<file path="config.mk">
export PLATFORM = sky130hd
export DESIGN_NAME = segment_decoder_flat
export DESIGN_NICKNAME = d
export VERILOG_FILES = /design/src/rtl/segment_decoder_if.sv /design/src/rtl/segment_decoder.sv /design/src/flat_wrapper.sv
export SDC_FILE = /design/constraint.sdc
export NUM_CORES = 1
export LEC_CHECK = 0
export BUFFER_PORTS_ARGS = -buffer_cell sky130_fd_sc_hd__buf_2
export CAP_MARGIN = 20
export CORE_MARGIN = 2
export CORE_UTILIZATION = 25
export CTS_CLUSTER_DIAMETER = 80
export DETAILED_ROUTE_END_ITERATION = 8
export GPL_ROUTABILITY_DRIVEN = 0
export HOLD_SLACK_MARGIN = 0.08
export SETUP_SLACK_MARGIN = 0.2
export SYNTH_ARGS = -nofsm -noshare
export SYNTH_HDL_FRONTEND = slang
export SYNTH_SLANG_ARGS = --single-unit
export TNS_END_PERCENT = 20
</file>
<file path="constraint.sdc">
create_clock -name clk -period 2.4 [get_ports clk]
set_clock_uncertainty 0.15 [all_clocks]
set_input_delay 0.24 -clock clk [delete_from_list [all_inputs] [get_ports clk]]
set_output_delay 0.24 -clock clk [all_outputs]
set_load 0.005 [all_outputs]
</file>
<file path="src/rtl/segment_decoder_if.sv">
// Bundles the segment input, enable and decoded-character handshake of segment_decoder.
// The decoder takes the slave view; the producer/consumer side takes the master view.
interface segment_decoder_if;
  logic       enable;
  logic [6:0] segIn;
  logic [6:0] charOut;
  logic       charValid;
  logic       charReady;
  logic       charErr;
  logic       overrun;

  modport master (
    output enable, segIn, charReady,
    input  charOut, charValid, charErr, overrun
  );

  modport slave (
    input  enable, segIn, charReady,
    output charOut, charValid, charErr, overrun
  );
endinterface

</file>
<file path="src/rtl/segment_decoder.sv">
// Debounces a sampled 7-segment bus, decodes each settled pattern to ASCII and offers it
// on a valid/ready handshake, flagging unknown patterns and dropped characters.
module segment_decoder #(
  parameter int unsigned STABLE_CYCLES   = 4,
  parameter int unsigned SUPPRESS_REPEAT = 1
) (
  input logic              clk,
  input logic              reset,
  segment_decoder_if.slave bus
);

  typedef enum logic [0:0] {StTrack, StLocked} state_e;

  localparam logic [7:0] CntSettle = 8'(STABLE_CYCLES - 1);

  state_e     state_q, state_d;
  logic [7:0] cnt_q, cnt_d;
  logic [6:0] seg_q, prev_q;
  logic [6:0] last_q, last_d;
  logic       last_valid_q, last_valid_d;
  logic [6:0] char_q, char_d;
  logic       err_q, err_d;
  logic       valid_q, valid_d;
  logic       overrun_q, overrun_d;
  logic       settle;
  logic       fire;
  logic [7:0] dec;

  // Returns {err, ascii}.
  function automatic logic [7:0] decode(input logic [6:0] p);
    logic [7:0] r;
    unique case (p)
      7'h3F:   r = {1'b0, 7'h30};
      7'h06:   r = {1'b0, 7'h31};
      7'h5B:   r = {1'b0, 7'h32};
      7'h4F:   r = {1'b0, 7'h33};
      7'h66:   r = {1'b0, 7'h34};
      7'h6D:   r = {1'b0, 7'h35};
      7'h7D:   r = {1'b0, 7'h36};
      7'h07:   r = {1'b0, 7'h37};
      7'h7F:   r = {1'b0, 7'h38};
      7'h6F:   r = {1'b0, 7'h39};
      7'h77:   r = {1'b0, 7'h41};
      7'h7C:   r = {1'b0, 7'h62};
      7'h39:   r = {1'b0, 7'h43};
      7'h5E:   r = {1'b0, 7'h64};
      7'h79:   r = {1'b0, 7'h45};
      7'h71:   r = {1'b0, 7'h46};
      7'h40:   r = {1'b0, 7'h2D};
      7'h00:   r = {1'b0, 7'h20};
      default: r = {1'b1, 7'h3F};
    endcase
    return r;
  endfunction

  always_ff @(posedge clk) begin
    if (reset) begin
      state_q      <= StTrack;
      cnt_q        <= 8'd0;
      seg_q        <= 7'h00;
      prev_q       <= 7'h00;
      last_q       <= 7'h00;
      last_valid_q <= 1'b0;
      char_q       <= 7'h00;
      err_q        <= 1'b0;
      valid_q      <= 1'b0;
      overrun_q    <= 1'b0;
    end else begin
      state_q      <= state_d;
      cnt_q        <= cnt_d;
      seg_q        <= bus.segIn;
      prev_q       <= seg_q;
      last_q       <= last_d;
      last_valid_q <= last_valid_d;
      char_q       <= char_d;
      err_q        <= err_d;
      valid_q      <= valid_d;
      overrun_q    <= overrun_d;
    end
  end

  // While locked, prev_q always equals the locked pattern, so one comparison serves both states.
  always_comb begin
    state_d = state_q;
    cnt_d   = cnt_q;
    settle  = 1'b0;
    if (!bus.enable) begin
      state_d = StTrack;
      cnt_d   = 8'd0;
    end else begin
      unique case (state_q)
        StTrack: begin
          if (seg_q != prev_q) begin
            cnt_d = 8'd0;
          end else if (cnt_q == CntSettle) begin
            settle  = 1'b1;
            state_d = StLocked;
          end else begin
            cnt_d = cnt_q + 8'd1;
          end
        end
        StLocked: begin
          if (seg_q != prev_q) begin
            state_d = StTrack;
            cnt_d   = 8'd0;
          end
        end
        default: state_d = StTrack;
      endcase
    end
  end

  always_comb begin
    dec          = decode(seg_q);
    fire         = settle && !((SUPPRESS_REPEAT != 0) && last_valid_q && (seg_q == last_q));
    char_d       = char_q;
    err_d        = err_q;
    valid_d      = valid_q;
    last_d       = last_q;
    last_valid_d = last_valid_q;
    overrun_d    = overrun_q;
    if (valid_q && bus.charReady) begin
      valid_d = 1'b0;
    end
    if (fire) begin
      if (!valid_q || bus.charReady) begin
        char_d       = dec[6:0];
        err_d        = dec[7];
        valid_d      = 1'b1;
        last_d       = seg_q;
        last_valid_d = 1'b1;
      end else begin
        overrun_d = 1'b1;
      end
    end
  end

  assign bus.charOut   = char_q;
  assign bus.charErr   = err_q;
  assign bus.charValid = valid_q;
  assign bus.overrun   = overrun_q;

endmodule
</file>
<file path="src/flat_wrapper.sv">
// flat-port wrapper written by rule: the top's interface ports become plain ports
module segment_decoder_flat 
#(
  parameter int unsigned STABLE_CYCLES   = 4,
  parameter int unsigned SUPPRESS_REPEAT = 1
)
  (clk, reset, bus_enable, bus_segIn, bus_charReady, bus_charOut, bus_charValid, bus_charErr, bus_overrun);
  segment_decoder_if bus_i ();
  input logic clk;
  input logic reset;
  input wire logic [$bits(bus_i.enable)-1:0] bus_enable;
  input wire logic [$bits(bus_i.segIn)-1:0] bus_segIn;
  input wire logic [$bits(bus_i.charReady)-1:0] bus_charReady;
  output wire logic [$bits(bus_i.charOut)-1:0] bus_charOut;
  output wire logic [$bits(bus_i.charValid)-1:0] bus_charValid;
  output wire logic [$bits(bus_i.charErr)-1:0] bus_charErr;
  output wire logic [$bits(bus_i.overrun)-1:0] bus_overrun;
  assign bus_i.enable = bus_enable;
  assign bus_i.segIn = bus_segIn;
  assign bus_i.charReady = bus_charReady;
  assign bus_charOut = bus_i.charOut;
  assign bus_charValid = bus_i.charValid;
  assign bus_charErr = bus_i.charErr;
  assign bus_overrun = bus_i.overrun;
  segment_decoder #(.STABLE_CYCLES(STABLE_CYCLES), .SUPPRESS_REPEAT(SUPPRESS_REPEAT)) u_core (.clk(clk), .reset(reset), .bus(bus_i));
endmodule
</file>
==> metrics.cfg <==
[floorplan]
die-area_sq_um=8880
num_rows=32
start_util_pct=26.1
ios=21
die_w_um=94.2
coreArea_sq_um=7810
fp.dieH_um=94.2

[cells_and_area]
fin_cells=355
n_fill_cell=828
n_antenna_cell=0
drive_gt1_share_pct=21.3
area_growth_pct=18.6
nets=265

[route]
vias=1610
drc=0
post_drt_wl_per_cell_um=11.1
first_iter_violations=144
finalWirelength_um=3930
ant_nets=0
firstDrtPassIters=4
vias_per_cell=4.54

[global_routing]
grt_max_degree=33
grtUsageMet2_pct=14.2
gr-usage-met1_pct=13.0
grt_usage_pct=9.63
grt_util_met3_pct=3.85
grt_pass1_wl_um=6600
grt_pass1_vias=1428
top_usage_layer=met2
overflow=0
antenna_found_initial=0

[synthesis]
yosysUniqueCellTypes=45
synth_seq_cells=41
synth_fp_nets=239
synthCells=227
syn_area_per_cell_sq_um=8.97
synth_edf_count=0
synth_area_leaders=dfxtp_1 (40%), mux2i_1 (5.9%), nor2_1 (5.9%)
yosys_warnings=0
ys.flop_type=dfxtp_1
yosysTopAreaCell=dfxtp_1
seq_area_frac_synth_pct=40.3
synth_top_cell_area_share_pct=40.3
synth_area_sq_um=2040
async_reset_ff_share_pct=0
yosysMostFrequentCell=dfxtp_1
synthTopCellsByCount=dfxtp_1 (41), nor2_1 (32), nor2b_1 (14), nand2_1 (13), mux2i_1 (12)

[timing]
min_period_ns=2.11
hold_viol=0
slew_viol_final=0
relSlewSlack_pct=58.7
rsz0062_at_grt=yes
setup-tns-final_ns=0
tightest_slew_ns=0.617
period_share_pct=87.7
setup_violations=0
clock.fmax_ghz=0.475

[clock_tree]
clock_latency_ns=0.30
clock_sinks=41
cts_buffers=5
htree_levels=2
cts_buffer_depth=2
cts_tree=done
clock-root-buffer=clkbuf_8
path_clk_slew_ns=0.08

[job]
maxCapViolCount=0

[pwr]
power_density_nw_per_um2=534
peakVddDrop_v=0.000212
leakagePower_uw=0.000896

[placement]
place_hpwl_um=2730
placed_cells=340
numPortBuffers=20

[worst_setup_path]
worstSetupEndpointType=register
critical_path_class=register to register
startpoint_type=register
crit_arrival_ns=2.18
cp_max_fo=20
crit_required_ns=2.47

[worst_hold_path]
min_path_type=primary input to register

[outcome]
status=completed

-- layout by cell type (no fill, tap or decap), drive strengths merged, types with 2 or more instances in the layout --
master	Yosys	layout
a211oi	5	5
a21oi	6	6
a31oi	7	7
and3	3	3
and4bb	2	2
buf	16	32
clkbuf	4	6
dfxtp	41	41
dlygate4sd3	0	7
mux2i	12	12
nand2	13	13
nand2b	3	3
nand3	7	7
nand3b	2	2
nand4	4	4
nor2	33	33
nor2b	14	14
nor3	2	2
nor4	5	5
o21ai	5	5
o21bai	3	3
or3	6	6
xnor2	10	10
xor2	9	9
-- registers in the layout, summed over array words and instances (netlist names) --
register              flops
u_core.bus.charErr        1
u_core.bus.charOut        7
u_core.bus.charValid      1
u_core.bus.overrun        1
u_core.cnt_q              8
u_core.last_q             7
u_core.last_valid_q       1
u_core.prev_q             7
u_core.seg_q              7
u_core.state_q            1
-- power breakdown --
group / internal (uW) / total (uW) / switching [uW]
Clock: 227 / 462 / 235
Sequential: 692 / 708 / 15.6
Combinational: 57.7 / 120 / 62.0
Total: 977 / 1290 / 313
-- timing repair --
item,in CTS,in global routing
pin swaps,0,1
endpoints found under the hold margin,7,0
setup buffers,0,1
resized for setup,1,7
endpoints found under the setup margin,4,16
hold buffers,7,0
-- path summary, 6_finish.rpt --
| kind | startpoint | endpoint | slack (ns) | depth (start not counted) |
|---|---|---|---|---|
| setup / recovery | u_core.seg_q[0]$_SDFF_PP0_ | u_core.bus.charOut[1]$_SDFFE_PP0P_ | 0.29 | 7 |
| hold / removal | bus_charReady | u_core.bus.charValid$_SDFF_PP0_ | 0.13 | 3 |
| hold reg to reg | u_core.bus.charOut[4]$_SDFFE_PP0P_ | u_core.bus.charOut[4]$_SDFFE_PP0P_ | 0.34 | 2 |
| setup reg to reg | u_core.seg_q[0]$_SDFF_PP0_ | u_core.bus.charOut[1]$_SDFFE_PP0P_ | 0.29 | 7 |
-- worst max-delay path, cell delays in order (launching register included) --
cell and delay, ns:
dfxtp_1 0.36, buf_4 0.24, and4bb_2 0.26, a211oi_2 0.28, o31ai_4 0.12, and4bb_1 0.35, a211oi_2 0.06, a211oi_2 0.21
-- routing by layer --
metal / wire length, um / vias up
met5: 0 / -
met4: 29 / 0
met3: 268 / 4
met2: 1670 / 46
met1: 1960 / 723
li1: - / 837
-- logic make-up (layout without fill, tap and decap cells) --
kind of cell	after synthesis	after routing	share of synthesized area [%]
xor+xnor	19	19	8.54
simple gates	100	100	26.3
buf+inv	21	47	6.95
fa+ha+maj	1	1	0.615
compound gates	33	33	11.4
mux	12	12	5.90
flops	41	41	40.3
-- per-stage QoR --
stage	hold WS, ns	total power, uW	util (%)	area [sq um]	worst slack [ns]
floorplan	0.218	804	-	2040	0.456
global placement	0.304	830	28.4	2220	0.192
detailed placement	0.302	832	28.4	2220	0.164
CTS	0.120	1300	30.6	2390	0.180
global route	0.157	1350	30.9	2410	0.176
finish	0.131	1290	30.9	2410	0.294
-- final cells by class --
| cell class | instances | area (sq um) | area share, % |
|---|---|---|---|
| multi-input combinational | 165 | 1090 | 45.2 |
| sequential | 41 | 826 | 34.2 |
| timing repair buffer | 39 | 277 | 11.5 |
| tap | 102 | 128 | 5.28 |
| clock buffer | 6 | 82.6 | 3.42 |
| clock inverter | 1 | 7.51 | 0.311 |
| inverter | 1 | 3.75 | 0.155 |
Power figures use the tool's default switching activity.
